<file path="src/rtl/cpu_pkg.sv">
// Shared core definitions: datapath width, default reset PC, fetch FSM states.
package cpu_pkg;

    localparam int unsigned XLEN = 32;

    localparam logic [XLEN-1:0] RESET_PC_DEFAULT = 32'h0000_0000;

    // IDLE: waiting for a free queue slot; REQ: request held until grant;
    // WAIT: one read outstanding; DROP: outstanding read whose data is stale after a redirect.
    typedef enum logic [1:0] {
        StIdle,
        StReq,
        StWait,
        StDrop
    } fetch_state_e;

    // Instruction addresses are word aligned; the low two bits are always zero.
    function automatic logic [XLEN-1:0] align_word(input logic [XLEN-1:0] addr);
        return addr & ~XLEN'(3);
    endfunction

endpackage

</file>
<file path="src/rtl/fetch_queue.sv">
// In-order instruction queue holding {pc, inst} pairs between fetch and decode.
module fetch_queue
    import cpu_pkg::*;
#(
    parameter int unsigned DEPTH = 4
) (
    input  logic                     clk,
    input  logic                     rst,
    input  logic                     rdy,
    input  logic                     flush,
    input  logic                     enq,
    input  logic [XLEN-1:0]          enq_pc,
    input  logic [XLEN-1:0]          enq_inst,
    input  logic                     deq,
    output logic                     head_valid,
    output logic [XLEN-1:0]          head_pc,
    output logic [XLEN-1:0]          head_inst,
    output logic [$clog2(DEPTH):0]   count
);

    localparam int unsigned AW = $clog2(DEPTH);
    localparam int unsigned PW = AW + 1;

    // Pointers carry one extra wrap bit so full and empty are distinguishable.
    logic [PW-1:0]   wr_ptr_q;
    logic [PW-1:0]   rd_ptr_q;
    logic [XLEN-1:0] pc_mem   [DEPTH];
    logic [XLEN-1:0] inst_mem [DEPTH];

    logic empty;
    logic full;
    logic do_enq;
    logic do_deq;

    assign empty  = (wr_ptr_q == rd_ptr_q);
    assign full   = (wr_ptr_q[AW] != rd_ptr_q[AW]) &&
                    (wr_ptr_q[AW-1:0] == rd_ptr_q[AW-1:0]);
    assign do_enq = enq && !full && !flush;
    assign do_deq = deq && !empty && !flush;

    // Pointer update; flush wins over any same-cycle enqueue or dequeue.
    always_ff @(posedge clk) begin
        if (rst) begin
            wr_ptr_q <= '0;
            rd_ptr_q <= '0;
        end else if (rdy) begin
            if (flush) begin
                wr_ptr_q <= '0;
                rd_ptr_q <= '0;
            end else begin
                if (do_enq) begin
                    wr_ptr_q <= wr_ptr_q + PW'(1);
                end
                if (do_deq) begin
                    rd_ptr_q <= rd_ptr_q + PW'(1);
                end
            end
        end
    end

    // Entry storage; contents are only observed through the valid-masked head.
    always_ff @(posedge clk) begin
        if (!rst && rdy && do_enq) begin
            pc_mem[wr_ptr_q[AW-1:0]]   <= enq_pc;
            inst_mem[wr_ptr_q[AW-1:0]] <= enq_inst;
        end
    end

    // Head is masked to zero when empty so stale entries never leak out after flush or reset.
    always_comb begin
        head_valid = !empty;
        head_pc    = '0;
        head_inst  = '0;
        if (!empty) begin
            head_pc   = pc_mem[rd_ptr_q[AW-1:0]];
            head_inst = inst_mem[rd_ptr_q[AW-1:0]];
        end
        count = wr_ptr_q - rd_ptr_q;
    end

endmodule

</file>
<file path="src/rtl/instruction_fetch.sv">
// Fetch stage: owns the fetch PC, issues one word read at a time and feeds the decoder queue.
module instruction_fetch
    import cpu_pkg::*;
#(
    parameter int unsigned     IQ_DEPTH = 4,
    parameter logic [XLEN-1:0] RESET_PC = RESET_PC_DEFAULT
) (
    input  logic            clk_in,
    input  logic            rst_in,
    input  logic            rdy_in,
    input  logic            clear,
    input  logic [XLEN-1:0] clear_pc,
    output logic            mem_req,
    output logic [XLEN-1:0] mem_addr,
    input  logic            mem_gnt,
    input  logic            mem_valid,
    input  logic [XLEN-1:0] mem_data,
    output logic            to_dec,
    output logic [XLEN-1:0] to_dec_pc,
    output logic [XLEN-1:0] to_dec_inst,
    input  logic            dec_ready
);

    localparam int unsigned CW = $clog2(IQ_DEPTH) + 1;
    localparam logic [CW-1:0] DEPTH_CNT = CW'(IQ_DEPTH);

    fetch_state_e    state_q, state_d;
    logic [XLEN-1:0] pc_q, pc_d;
    logic [XLEN-1:0] addr_q, addr_d;

    logic            iq_flush;
    logic            iq_enq;
    logic            iq_deq;
    logic [CW-1:0]   iq_count;

    fetch_queue #(
        .DEPTH (IQ_DEPTH)
    ) u_queue (
        .clk        (clk_in),
        .rst        (rst_in),
        .rdy        (rdy_in),
        .flush      (iq_flush),
        .enq        (iq_enq),
        .enq_pc     (addr_q),
        .enq_inst   (mem_data),
        .deq        (iq_deq),
        .head_valid (to_dec),
        .head_pc    (to_dec_pc),
        .head_inst  (to_dec_inst),
        .count      (iq_count)
    );

    // Next-state logic; a redirect overrides every normal transition.
    always_comb begin
        state_d  = state_q;
        pc_d     = pc_q;
        addr_d   = addr_q;
        iq_flush = 1'b0;
        iq_enq   = 1'b0;
        iq_deq   = 1'b0;

        if (clear) begin
            iq_flush = 1'b1;
            pc_d     = align_word(clear_pc);
            unique case (state_q)
                StIdle:         state_d = StIdle;
                // A grant racing the redirect leaves a read in flight to be discarded.
                StReq:          state_d = mem_gnt ? StDrop : StIdle;
                StWait, StDrop: state_d = mem_valid ? StIdle : StDrop;
                default:        state_d = StIdle;
            endcase
        end else begin
            iq_deq = to_dec && dec_ready;
            unique case (state_q)
                StIdle: begin
                    // Only issue when the returning word is guaranteed a slot.
                    if (iq_count < DEPTH_CNT) begin
                        state_d = StReq;
                        addr_d  = pc_q;
                    end
                end
                StReq: begin
                    if (mem_gnt) begin
                        state_d = StWait;
                        pc_d    = pc_q + XLEN'(4);
                    end
                end
                StWait: begin
                    if (mem_valid) begin
                        state_d = StIdle;
                        iq_enq  = 1'b1;
                    end
                end
                StDrop: begin
                    if (mem_valid) begin
                        state_d = StIdle;
                    end
                end
                default: state_d = StIdle;
            endcase
        end
    end

    // State registers; rdy_in low freezes everything except reset.
    always_ff @(posedge clk_in) begin
        if (rst_in) begin
            state_q <= StIdle;
            pc_q    <= RESET_PC;
            addr_q  <= RESET_PC;
        end else if (rdy_in) begin
            state_q <= state_d;
            pc_q    <= pc_d;
            addr_q  <= addr_d;
        end
    end

    // Request outputs come straight from registered state.
    always_comb begin
        mem_req  = (state_q == StReq);
        mem_addr = addr_q;
    end

endmodule

</file>
<file path="config.mk">
export PLATFORM = sky130hd
export DESIGN_NAME = instruction_fetch
export DESIGN_NICKNAME = d
export VERILOG_FILES = /design/src/rtl/cpu_pkg.sv /design/src/rtl/fetch_queue.sv /design/src/rtl/instruction_fetch.sv
export SDC_FILE = /design/constraint.sdc
export NUM_CORES = 1
export LEC_CHECK = 0
export BUFFER_PORTS_ARGS = -buffer_cell sky130_fd_sc_hd__buf_2
export CAP_MARGIN = 40
export CORE_MARGIN = 2
export CORE_UTILIZATION = 59
export DETAILED_ROUTE_END_ITERATION = 8
export HOLD_SLACK_MARGIN = 0.1
export PLACE_DENSITY = 0.81
export SYNTH_ARGS = -nofsm -noshare
export SYNTH_HDL_FRONTEND = slang
export SYNTH_SLANG_ARGS = --single-unit
</file>
<file path="constraint.sdc">
create_clock -name clk_in -period 18.4 [get_ports clk_in]
set_input_delay 3.68 -clock clk_in [delete_from_list [all_inputs] [get_ports clk_in]]
set_output_delay 3.68 -clock clk_in [all_outputs]
set_load 0.05 [all_outputs]
</file>
==> flow_summary_export.csv <==
group,metric,value,unit
critical_path,path_class,"reg2out",
floorplan,die_width,152,um
clocking,numCtsBuffers,31,
critical_path,reg2reg_slack,15.62,ns
floorplan,fp-row-count,54,
clocking,postCtsHoldBufs,0,
floorplan,die_h,152,um
synthesis,synthAdderAreaFrac,0.773,%
layout,num-fill-cells,1465,
sta,fmax,150,MHz
layout,drive_above_1_share,28.9,%
global_routing,grt_pass1_vias,7786,
routing,drc,0,
sta,setup_viol,0,
sta,min_period,6.67,ns
global_routing,grt_max_degree,66,
layout,num_antenna_cells,0,
layout,final_common_cell,"edfxtp_1",
pwr,peakVddDrop,0.0650,mV
routing,ant_nets,0,
placed_design,dp_hpwl,16500,um
synthesis,ys_seq_area_share,68.3,%
critical_path,worstPathRequired,14.72,ns
placed_design,placed_area,14100,um^2
placed_design,io_buffers,162,
floorplan,start_util,59.7,%
clocking,postCtsSetupBuffers,0,
layout,final_area,15000,um^2
synthesis,yosys.area_share.simple,10.9,%
layout,areaGrowthSynthToFinish,16.0,%
sta,tightest_slew,0.870,ns
clocking,path_clk_slew,0.06,ns
sta,hold_slack,0.507,ns
sta,fin_skew,0.0103,ns
routing,num_vias,7745,
synthesis,synthMuxAreaShare,13.4,%
critical_path,start_kind,"register",
synthesis,synth_compound_area_share,4.29,%
clocking,cts_max_level,1,
critical_path,reg2reg_depth,8,
pwr,power_density,94.6,nW/um^2
clocking,cts.sinks,318,
critical_path,reg2reg_from,"u_queue.rd_ptr_q[1]",
min_path,min_delay_path_depth,2,
global_routing,grt_overflow,0,
synthesis,synth_top_family_by_area,"multiplexers",
pwr,power,0.00142,W
layout,fin_nets,1061,
synthesis,syn_area,13000,um^2
clocking,cts_tree,"built",
min_path,min_from,"u_queue.wr_ptr_q[0]",
routing,routed_wl,26900,um
synthesis,ys.flop_type,"edfxtp_1",
floorplan,die-area,23200,um^2
sta,grt_setup_unrepaired,"no",
synthesis,ys_ff_latch,318,
synthesis,async_reset_ff_share,0,%
global_routing,antenna_found_initial,0,
floorplan,coreArea,21700,um^2
synthesis,synth_xor_xnor_area_share,0.203,%
synthesis,synth.avg_cell_area,15.7,um^2
routing,drt_first_iter_violations,713,
min_path,hp-class,"reg2reg",
sta,drv_slew,0,
floorplan,ios,169,
clocking,cts_resized,0,
synthesis,ys_types,60,
min_path,hold_path_end,"u_queue.wr_ptr_q[0]",
pwr,leakagePower,5.63,nW
synthesis,yosysWarnings,0,
routing,vias_per_cell,6.02,
clocking,root_buffer,"clkbuf_16",
critical_path,timing.rr.end,"mem_addr[31]",
global_routing,grt_pass1_wl,42700,um
clocking,cts_buffer_depth,3,
synthesis,synthCells,824,
critical_path,crit_fanout,33,
routing,dr.pass1.iters,5,
run_status,status,"finished clean",
placed_design,gp_congestion,0.832,
sta,slew_headroom,42.0,%
synthesis,synth_edf_count,248,
critical_path,critPathArrivalTime,2.99,ns
critical_path,end_kind,"output pin",
flow_run,max_cap_viol_count,0,
clocking,clk_latency,0.54,ns
sta,final_hold_viol_count,0,
routing,wl_per_cell,20.9,um
global_routing,grt_usage,23.3,%
sta,tns,0,ns
sta,finalCritPeriodShare,36.2,%
layout,final_cell_mix,"edfxtp_1, buf_2, dfxtp_1",
-- cells by family after synthesis --
group           Yosys count
compound gates           82
xor+xnor                  3
fa+ha+maj                 8
buf+inv                  59
flops                   318
mux                      96
other cells               1
simple gates            257
-- final cells by class --
cell class | count | area, um^2 | area share [%]
repair buffers | 173 | 973 | 6.48
flip-flops and latches | 318 | 8860 | 58.9
clock buffers | 48 | 880 | 5.85
clock inverters | 9 | 72.6 | 0.483
well taps | 280 | 350 | 2.33
multi-input cells | 450 | 3870 | 25.7
inverters | 8 | 30.0 | 0.200
-- stage by stage --
stage                     setup WS, ns  cells  utilization, %
after floorplan                   9.46    827               -
after global placement           12.17   1225            64.4
after detailed placement         12.18   1229            64.9
after CTS                        11.58   1286            69.3
after global routing             11.49   1286            69.3
final                            11.73   1286            69.3
-- registers in the layout, summed over array words and instances, names as in the netlist, named ones only --
signal            count
mem_addr             30
pc_q                 30
state_q               2
u_queue.inst_mem    128
u_queue.pc_mem      120
u_queue.rd_ptr_q      3
u_queue.wr_ptr_q      3
-- worst max-delay path, stage by stage (launching register included) --
cell and delay (ns):
dfxtp_4 0.74, buf_4 0.65, mux4_2 0.61, and2_1 0.18
buf_2 0.21
-- routing by layer --
layer | up-vias | track usage, % | share of wire, %
li1 | 3535 | - | -
met2 | 342 | 39.3 | 49
met5 | - | 0 | 0
met1 | 3829 | 32.3 | 41
met3 | 39 | 3.87 | 7.2
met4 | 0 | 5.56 | 1.9
-- synthesized netlist by cell type (all sizes together), types with 3 or more instances --
cell type  count  area, um^2
edfxtp       248        7450
dfxtp         70        1400
and2          69         432
mux4          62        1400
nor2          57         216
mux2i         34         340
clkbuf        32         123
nand2         31         119
nand3         31         160
a21oi         20         100
buf           19         111
nand4         14        93.8
o21ai         14        70.1
and3          10        62.6
nor4          10        92.6
nor3           9        45.0
ha             8         100
inv            8        30.0
o211ai         8        60.1
a21o           6        45.0
a31oi          5        31.3
a32o           5        50.1
o311ai         5        43.8
nor2b          4        25.0
or3            4        25.0
a211oi         3        22.5
a22oi          3        22.5
and4           3        26.3
or4            3        22.5
-- worst max path at each step --
stage,endpoint
floorplan,u_queue.inst_mem[3][0]
global placement,u_queue.inst_mem[2][1]
detailed placement,to_dec_pc[16]
CTS,to_dec_inst[13]
global route,to_dec_inst[13]
finish,to_dec_inst[13]
-- where the power goes --
group | leakage [nW] | internal, W | total, W | switching (W)
combinational | 2.22 | 0.0000163 | 0.0000476 | 0.0000313
sequential | 2.94 | 0.000775 | 0.000784 | 0.00000878
clock | 0.463 | 0.000341 | 0.000590 | 0.000249
total | 5.63 | 0.00113 | 0.00142 | 0.000289
No activity file was read; power rests on OpenSTA's default activity.
